[config.mk]
export PLATFORM = sky130hd
export DESIGN_NAME = axi_lite_slave_frontend_flat
export DESIGN_NICKNAME = d
export VERILOG_FILES = /design/src/rtl/axi_lite_slave_frontend_if.sv /design/src/rtl/axi_lite_slave_frontend.sv /design/src/flat_wrapper.sv
export SDC_FILE = /design/constraint.sdc
export NUM_CORES = 1
export LEC_CHECK = 0
export ABC_CLOCK_PERIOD_IN_PS = 2400
export BUFFER_PORTS_ARGS = -buffer_cell sky130_fd_sc_hd__buf_2
export CAP_MARGIN = 25
export CORE_MARGIN = 3
export CORE_UTILIZATION = 44
export DETAILED_ROUTE_END_ITERATION = 6
export PLACE_DENSITY = 0.79
export SYNTH_ARGS = -nofsm -noshare
export SYNTH_HDL_FRONTEND = slang
export SYNTH_SLANG_ARGS = --single-unit
[constraint.sdc]
create_clock -name clk -period 2.4 [get_ports clk]
set_clock_uncertainty 0.15 [all_clocks]
set_input_delay 0.6 -clock clk [delete_from_list [all_inputs] [get_ports clk]]
set_output_delay 0.6 -clock clk [all_outputs]
set_load 0.01 [all_outputs]
[src/rtl/axi_lite_slave_frontend_if.sv]
// ============================================================================
// Module      : axi_lite_slave_frontend_if
// Description : AXI-Lite slave-side bus bundle (AW, W, B, AR, R channels).
// Revision    : 1.0 - initial release
// ============================================================================
`default_nettype none

interface axi_lite_slave_frontend_if;
    logic [31:0] s_awaddr;
    logic        s_awvalid;
    logic        s_awready;
    logic [31:0] s_wdata;
    logic [3:0]  s_wstrb;
    logic        s_wvalid;
    logic        s_wready;
    logic [1:0]  s_bresp;
    logic        s_bvalid;
    logic        s_bready;
    logic [31:0] s_araddr;
    logic        s_arvalid;
    logic        s_arready;
    logic [31:0] s_rdata;
    logic [1:0]  s_rresp;
    logic        s_rvalid;
    logic        s_rready;

    modport slave (
        input  s_awaddr, s_awvalid, s_wdata, s_wstrb, s_wvalid, s_bready,
               s_araddr, s_arvalid, s_rready,
        output s_awready, s_wready, s_bresp, s_bvalid,
               s_arready, s_rdata, s_rresp, s_rvalid
    );

    modport master (
        output s_awaddr, s_awvalid, s_wdata, s_wstrb, s_wvalid, s_bready,
               s_araddr, s_arvalid, s_rready,
        input  s_awready, s_wready, s_bresp, s_bvalid,
               s_arready, s_rdata, s_rresp, s_rvalid
    );
endinterface

`default_nettype wire

[src/rtl/axi_lite_slave_frontend.sv]
// ============================================================================
// Module      : axi_lite_slave_frontend
// Description : AXI-Lite slave converting bus writes/reads into word-addressed
//               datapath strobes, with independent write and read FSMs.
// Revision    : 1.0 - initial release
// ============================================================================
`default_nettype none

module axi_lite_slave_frontend #(
    parameter int ADDR_SHIFT = 0,
    parameter int RD_LATENCY = 1
) (
    input  wire logic                  clk,
    input  wire logic                  reset,
    axi_lite_slave_frontend_if.slave   s_axi,
    output logic [31:0]                axi_wr_addr,
    output logic [31:0]                axi_wr_msg,
    output logic                       axi_wr_en,
    output logic [31:0]                axi_rd_addr,
    input  wire logic [31:0]           axi_rd_msg,
    output logic                       axi_rd_en
);

    localparam logic [1:0] c_resp_okay  = 2'b00;
    localparam logic [2:0] c_rd_latency = 3'(RD_LATENCY);

    typedef enum logic [2:0] {
        W_IDLE   = 3'd0,
        W_WAIT_A = 3'd1,
        W_WAIT_D = 3'd2,
        W_EXEC   = 3'd3,
        W_RESP   = 3'd4
    } wr_state_t;

    typedef enum logic [1:0] {
        R_IDLE = 2'd0,
        R_WAIT = 2'd1,
        R_RESP = 2'd2
    } rd_state_t;

    wr_state_t   r_wr_state;
    rd_state_t   r_rd_state;
    logic        r_awready;
    logic        r_wready;
    logic        r_bvalid;
    logic [1:0]  r_bresp;
    logic        r_wr_en;
    logic [31:0] r_wr_addr;
    logic [31:0] r_wr_msg;
    logic        r_arready;
    logic        r_rvalid;
    logic [1:0]  r_rresp;
    logic [31:0] r_rdata;
    logic        r_rd_en;
    logic [31:0] r_rd_addr;
    logic [2:0]  r_rd_cnt;

    logic [31:0] w_aw_word;
    logic [31:0] w_ar_word;
    logic [3:0]  w_unused_wstrb;

    assign w_aw_word      = s_axi.s_awaddr >> ADDR_SHIFT;
    assign w_ar_word      = s_axi.s_araddr >> ADDR_SHIFT;
    // Byte strobes carry no meaning here: every write updates the full word.
    assign w_unused_wstrb = s_axi.s_wstrb;

    // Write path: address and data may arrive in either order or together.
    always_ff @(posedge clk) begin
        if (reset) begin
            r_wr_state <= W_IDLE;
            r_awready  <= 1'b1;
            r_wready   <= 1'b1;
            r_bvalid   <= 1'b0;
            r_bresp    <= c_resp_okay;
            r_wr_en    <= 1'b0;
            r_wr_addr  <= '0;
            r_wr_msg   <= '0;
        end else begin
            r_wr_en <= 1'b0;
            case (r_wr_state)
                W_IDLE: begin
                    if (s_axi.s_awvalid) begin
                        r_wr_addr <= w_aw_word;
                    end
                    if (s_axi.s_wvalid) begin
                        r_wr_msg <= s_axi.s_wdata;
                    end
                    if (s_axi.s_awvalid && s_axi.s_wvalid) begin
                        r_wr_state <= W_EXEC;
                        r_awready  <= 1'b0;
                        r_wready   <= 1'b0;
                        r_wr_en    <= 1'b1;
                    end else if (s_axi.s_awvalid) begin
                        r_wr_state <= W_WAIT_D;
                        r_awready  <= 1'b0;
                    end else if (s_axi.s_wvalid) begin
                        r_wr_state <= W_WAIT_A;
                        r_wready   <= 1'b0;
                    end
                end
                W_WAIT_D: begin
                    if (s_axi.s_wvalid) begin
                        r_wr_msg   <= s_axi.s_wdata;
                        r_wr_state <= W_EXEC;
                        r_wready   <= 1'b0;
                        r_wr_en    <= 1'b1;
                    end
                end
                W_WAIT_A: begin
                    if (s_axi.s_awvalid) begin
                        r_wr_addr  <= w_aw_word;
                        r_wr_state <= W_EXEC;
                        r_awready  <= 1'b0;
                        r_wr_en    <= 1'b1;
                    end
                end
                W_EXEC: begin
                    r_wr_state <= W_RESP;
                    r_bvalid   <= 1'b1;
                    r_bresp    <= c_resp_okay;
                end
                W_RESP: begin
                    if (s_axi.s_bready) begin
                        r_wr_state <= W_IDLE;
                        r_bvalid   <= 1'b0;
                        r_awready  <= 1'b1;
                        r_wready   <= 1'b1;
                    end
                end
                default: begin
                    r_wr_state <= W_IDLE;
                    r_bvalid   <= 1'b0;
                    r_awready  <= 1'b1;
                    r_wready   <= 1'b1;
                end
            endcase
        end
    end

    // Read path: the datapath is sampled once the latency counter expires.
    always_ff @(posedge clk) begin
        if (reset) begin
            r_rd_state <= R_IDLE;
            r_arready  <= 1'b1;
            r_rvalid   <= 1'b0;
            r_rresp    <= c_resp_okay;
            r_rdata    <= '0;
            r_rd_en    <= 1'b0;
            r_rd_addr  <= '0;
            r_rd_cnt   <= '0;
        end else begin
            case (r_rd_state)
                R_IDLE: begin
                    if (s_axi.s_arvalid) begin
                        r_rd_addr  <= w_ar_word;
                        r_rd_en    <= 1'b1;
                        r_rd_cnt   <= c_rd_latency;
                        r_arready  <= 1'b0;
                        r_rd_state <= R_WAIT;
                    end
                end
                R_WAIT: begin
                    if (r_rd_cnt == 3'd0) begin
                        r_rdata    <= axi_rd_msg;
                        r_rvalid   <= 1'b1;
                        r_rresp    <= c_resp_okay;
                        r_rd_en    <= 1'b0;
                        r_rd_state <= R_RESP;
                    end else begin
                        r_rd_cnt <= r_rd_cnt - 3'd1;
                    end
                end
                R_RESP: begin
                    if (s_axi.s_rready) begin
                        r_rvalid   <= 1'b0;
                        r_arready  <= 1'b1;
                        r_rd_state <= R_IDLE;
                    end
                end
                default: begin
                    r_rd_state <= R_IDLE;
                    r_rvalid   <= 1'b0;
                    r_rd_en    <= 1'b0;
                    r_arready  <= 1'b1;
                end
            endcase
        end
    end

    assign s_axi.s_awready = r_awready;
    assign s_axi.s_wready  = r_wready;
    assign s_axi.s_bvalid  = r_bvalid;
    assign s_axi.s_bresp   = r_bresp;
    assign s_axi.s_arready = r_arready;
    assign s_axi.s_rvalid  = r_rvalid;
    assign s_axi.s_rresp   = r_rresp;
    assign s_axi.s_rdata   = r_rdata;
    assign axi_wr_addr     = r_wr_addr;
    assign axi_wr_msg      = r_wr_msg;
    assign axi_wr_en       = r_wr_en;
    assign axi_rd_addr     = r_rd_addr;
    assign axi_rd_en       = r_rd_en;

endmodule

`default_nettype wire

[src/flat_wrapper.sv]
// flat-port wrapper written by rule: the top's interface ports become plain ports
module axi_lite_slave_frontend_flat 
#(
    parameter int ADDR_SHIFT = 0,
    parameter int RD_LATENCY = 1
)
  (clk, reset, axi_wr_addr, axi_wr_msg, axi_wr_en, axi_rd_addr, axi_rd_msg, axi_rd_en, s_axi_s_awaddr, s_axi_s_awvalid, s_axi_s_wdata, s_axi_s_wstrb, s_axi_s_wvalid, s_axi_s_bready, s_axi_s_araddr, s_axi_s_arvalid, s_axi_s_rready, s_axi_s_awready, s_axi_s_wready, s_axi_s_bresp, s_axi_s_bvalid, s_axi_s_arready, s_axi_s_rdata, s_axi_s_rresp, s_axi_s_rvalid);
  axi_lite_slave_frontend_if s_axi_i ();
  input  wire logic clk;
  input  wire logic reset;
  output logic [31:0] axi_wr_addr;
  output logic [31:0] axi_wr_msg;
  output logic axi_wr_en;
  output logic [31:0] axi_rd_addr;
  input  wire logic [31:0] axi_rd_msg;
  output logic axi_rd_en;
  input wire logic [$bits(s_axi_i.s_awaddr)-1:0] s_axi_s_awaddr;
  input wire logic [$bits(s_axi_i.s_awvalid)-1:0] s_axi_s_awvalid;
  input wire logic [$bits(s_axi_i.s_wdata)-1:0] s_axi_s_wdata;
  input wire logic [$bits(s_axi_i.s_wstrb)-1:0] s_axi_s_wstrb;
  input wire logic [$bits(s_axi_i.s_wvalid)-1:0] s_axi_s_wvalid;
  input wire logic [$bits(s_axi_i.s_bready)-1:0] s_axi_s_bready;
  input wire logic [$bits(s_axi_i.s_araddr)-1:0] s_axi_s_araddr;
  input wire logic [$bits(s_axi_i.s_arvalid)-1:0] s_axi_s_arvalid;
  input wire logic [$bits(s_axi_i.s_rready)-1:0] s_axi_s_rready;
  output wire logic [$bits(s_axi_i.s_awready)-1:0] s_axi_s_awready;
  output wire logic [$bits(s_axi_i.s_wready)-1:0] s_axi_s_wready;
  output wire logic [$bits(s_axi_i.s_bresp)-1:0] s_axi_s_bresp;
  output wire logic [$bits(s_axi_i.s_bvalid)-1:0] s_axi_s_bvalid;
  output wire logic [$bits(s_axi_i.s_arready)-1:0] s_axi_s_arready;
  output wire logic [$bits(s_axi_i.s_rdata)-1:0] s_axi_s_rdata;
  output wire logic [$bits(s_axi_i.s_rresp)-1:0] s_axi_s_rresp;
  output wire logic [$bits(s_axi_i.s_rvalid)-1:0] s_axi_s_rvalid;
  assign s_axi_i.s_awaddr = s_axi_s_awaddr;
  assign s_axi_i.s_awvalid = s_axi_s_awvalid;
  assign s_axi_i.s_wdata = s_axi_s_wdata;
  assign s_axi_i.s_wstrb = s_axi_s_wstrb;
  assign s_axi_i.s_wvalid = s_axi_s_wvalid;
  assign s_axi_i.s_bready = s_axi_s_bready;
  assign s_axi_i.s_araddr = s_axi_s_araddr;
  assign s_axi_i.s_arvalid = s_axi_s_arvalid;
  assign s_axi_i.s_rready = s_axi_s_rready;
  assign s_axi_s_awready = s_axi_i.s_awready;
  assign s_axi_s_wready = s_axi_i.s_wready;
  assign s_axi_s_bresp = s_axi_i.s_bresp;
  assign s_axi_s_bvalid = s_axi_i.s_bvalid;
  assign s_axi_s_arready = s_axi_i.s_arready;
  assign s_axi_s_rdata = s_axi_i.s_rdata;
  assign s_axi_s_rresp = s_axi_i.s_rresp;
  assign s_axi_s_rvalid = s_axi_i.s_rvalid;
  axi_lite_slave_frontend #(.ADDR_SHIFT(ADDR_SHIFT), .RD_LATENCY(RD_LATENCY)) u_core (.clk(clk), .reset(reset), .s_axi(s_axi_i), .axi_wr_addr(axi_wr_addr), .axi_wr_msg(axi_wr_msg), .axi_wr_en(axi_wr_en), .axi_rd_addr(axi_rd_addr), .axi_rd_msg(axi_rd_msg), .axi_rd_en(axi_rd_en));
endmodule
==> run_results.csv <==
group,metric,value,unit
final_layout,nets,1030,
final_layout,drive_above_1_share,35.4,%
synth,synth_edf_count,0,
synth,synth_top_area_share,55.9,%
timing,rsz0062_at_grt,"false",
drt,drt-vias-per-instance,4.79,
synth,synth_cell_types,31,
place,gp_congestion,0.806,
global_route,grt_pass1_wl,22100,µm
floorplan,fp.dieH,114,µm
synth,syn_inst,638,
drt,drc,0,
synth,ys_seq_elements,143,
clocking,numCtsBuffers,17,
worst_hold_path,holdPathEnd,"u_core.axi_wr_msg[2]",
drt,drt_iter0_markers,302,
timing,setup_violations,0,
place,dp_hpwl,10000,µm
setup_path,critPathCaptureType,"flip-flop",
setup_path,critPathLaunchType,"flip-flop",
timing,hold_viol,0,
clocking,ctsResizeCount,0,
worst_hold_path,hp-class,"in2reg",
final_layout,fin_util,64.2,%
setup_path,worstReg2RegEnd,"u_core.r_rd_cnt[2]",
worst_hold_path,holdPathStages,3,
floorplan,io_pins,278,
setup_path,reg2reg_setup_slack,0.58,ns
floorplan,std_cell_rows,38,
clocking,hold_buffers,0,
synth,async_flop_share,0,%
drt,routed_wl,14000,µm
synth,avgSynthCellArea,8.03,µm²
pwr,p_per_area,881,nW/µm²
clocking,clock_path_buffers,2,
synth,seq_area_frac_synth,55.9,%
timing,worst_slew_pin_slew,0.534,ns
final_layout,fin_cells,1042,
clocking,htreeDepth,4,
floorplan,coreArea,11100,µm²
pwr,total_power,6290,µW
setup_path,worstSetupPathType,"reg2reg",
clocking,clock-sinks,143,
synth,yosysTopAreaCell,"dfxtp_1",
setup_path,critical_path_required,2.59,ns
setup_path,worstPathCellList,"inv_1, ha_1, and3b_4, or4_4, a211oi_2",
setup_path,worst-path-buf-inv,1,
setup_path,critical-path-top-delay-family,"simple AND/OR/NAND/NOR gates",
synth,synth_warnings,0,
clocking,cts-root-buf,"clkbuf_16",
pwr,ir_drop,0.615,mV
outcome,status,"finished, final reports clean",
global_route,grt_max_degree,53,
final_layout,area_delta_synth_final,39.4,%
place,post-place-cells,1010,
floorplan,die_w,114,µm
run,maxCapViolations,0,
setup_path,crit_start,"u_core.r_rd_cnt[0]",
synth,synth_area_leaders,"dfxtp_1, nand2_1, a21oi_1, buf_2, clkbuf_1",
timing,slew_viol_final,0,
global_route,antenna_found_initial,0,
setup_path,critPathSlowestCell,"or4_4",
clocking,clkTransAtPathRegs,0.06,ns
timing,tns,0,ns
drt,ant_nets,0,
drt,first_pass_iters,4,
setup_path,cp_data_arrival_time,2.01,ns
timing,fin_crit,1.82,ns
clocking,cts_tree,"built",
final_layout,num_antenna_cells,0,
drt,routedWlPerCell,13.5,µm
drt,dr_total_vias,4990,
setup_path,r2r_cells,5,
global_route,grt_pass1_vias,4693,
synth,ys.flop_type,"dfxtp_1",
setup_path,critPathMaxFanout,4,
floorplan,die_area,13000,µm²
floorplan,start_util,46.1,%
timing,min_period_over_period,76.0,%
timing,clock.fmax,549,MHz
global_route,gr-usage-all-layers,21.3,%
worst_hold_path,hp-start,"s_axi_s_wdata[2]",
synth,syn_area,5120,µm²
setup_path,r2r-start,"u_core.r_rd_cnt[0]",
clocking,clock_latency,0.41,ns
clocking,cts_setup_buffers,0,
timing,maxSlewHeadroom,64.4,%
pwr,p_leak,0.00339,µW
global_route,grt-ovfl-total,0,
place,port_buffers,269,
setup_path,slowest_delay,0.48,ns
==> routing by layer <==
metal,vias to the layer above,wire length (µm),part of all wire (%),track usage (%)
li1,2554,-,-,-
met4,0,490,3.5,12.0
met2,197,6990,50,35.7
met1,2198,5310,38,23.6
met5,-,0,0,0
met3,41,1230,8.8,6.95
==> Yosys cell counts, types with 2 or more instances <==
cell type  instances
a21oi_1          137
buf_2             24
buf_4              4
buf_6              2
clkbuf_1          23
dfxtp_1          143
ha_1               2
inv_1              4
mux2i_1            2
nand2_1          260
nand2b_1           3
nor2_1             4
nor2b_1            2
nor3_1             4
nor3b_2            3
o21ai_0            3
o31ai_1            2
or3b_1             3
==> where the power goes <==
part	internal, µW	switching, µW
registers	2570	107
clock network	1710	967
logic	397	544
==> worst min-delay path: stages <==
cell and delay [ns]:
buf_2 0.09, nand2_1 0.04, a21oi_1 0.05
==> placed cells by master (no fill, tap or decap) <==
cell type / netlist / layout
or3b_1: 3 / 3
dfxtp_1: 143 / 143
ha_1: 2 / 2
and3b_4: 1 / 1
conb_1: 1 / 4
mux2i_1: 2 / 2
a211oi_2: 1 / 1
or4b_1: 1 / 1
clkbuf_16: 0 / 17
clkbuf_8: 0 / 3
nor3_1: 4 / 4
nand2b_1: 3 / 3
and4bb_1: 1 / 1
buf_4: 4 / 12
nand4bb_1: 1 / 1
nor3b_2: 3 / 1
a21oi_1: 137 / 137
or3b_2: 1 / 1
a221oi_1: 1 / 1
nand3b_1: 1 / 1
clkinvlp_4: 0 / 4
buf_12: 0 / 2
o21bai_1: 1 / 1
nand2_1: 260 / 260
bufinv_16: 0 / 3
inv_1: 4 / 4
nor4_1: 1 / 1
clkinv_2: 0 / 3
nor3b_4: 0 / 2
o21ai_0: 3 / 3
buf_2: 24 / 268
a21o_1: 1 / 1
nor2_1: 4 / 4
o31ai_1: 2 / 2
clkbuf_1: 23 / 2
or4_4: 1 / 1
nor2b_1: 2 / 2
==> worst max-delay path by stage <==
| stage | endpoint | slack [ns] | cells past startpoint |
|---|---|---|---|
| finish | u_core.r_rd_cnt[2] | 0.58 | 5 |
| global route | u_core.axi_wr_msg[16] | 0.45 | 4 |
| CTS | u_core.axi_wr_msg[16] | 0.58 | 4 |
| detailed placement | u_core.axi_wr_msg[17] | 0.41 | 5 |
| global placement | u_core.axi_wr_msg[22] | 0.42 | 5 |
| floorplan | u_core.axi_rd_addr[0] | 0.67 | 4 |
==> area by class of cell <==
type                            instances  area [µm²]
Clock buffer                           22         474
Clock inverter                         10         135
Fill cell                             989        3980
Inverter                                4        15.0
Multi-Input combinational cell        441        2010
Sequential cell                       143        2860
Tap cell                              140         175
Timing Repair Buffer                  282        1470
==> cell families after synthesis <==
group,count (synthesis),synth area share [%]
buffers and inverters,57,5.35
and+or+nand+nor,287,23.2
DFF,143,55.9
adders and majority gates,2,0.488
muxes,2,0.391
AOI/OAI and AO/OA,146,14.7
other,1,0.0732
==> sequential cells by signal, summed over array words and instances, names as in the netlist, 2 cells and up <==
name                  cells
u_core.axi_rd_addr       32
u_core.axi_wr_addr       32
u_core.axi_wr_msg        32
u_core.s_axi.s_rdata     32
u_core.r_rd_cnt           3
u_core.r_wr_state         3
u_core.r_rd_state         2
==> per-stage QoR <==
stage,hold slack [ns],setup WS [ns],area [µm²]
after floorplan,0.300,0.669,5130
after global placement,0.289,0.423,6540
after detailed placement,0.293,0.405,6540
after CTS,0.245,0.580,7140
after global routing,0.251,0.448,7140
final,0.266,0.577,7140
Note: power is estimated with default switching activity, not from simulation.
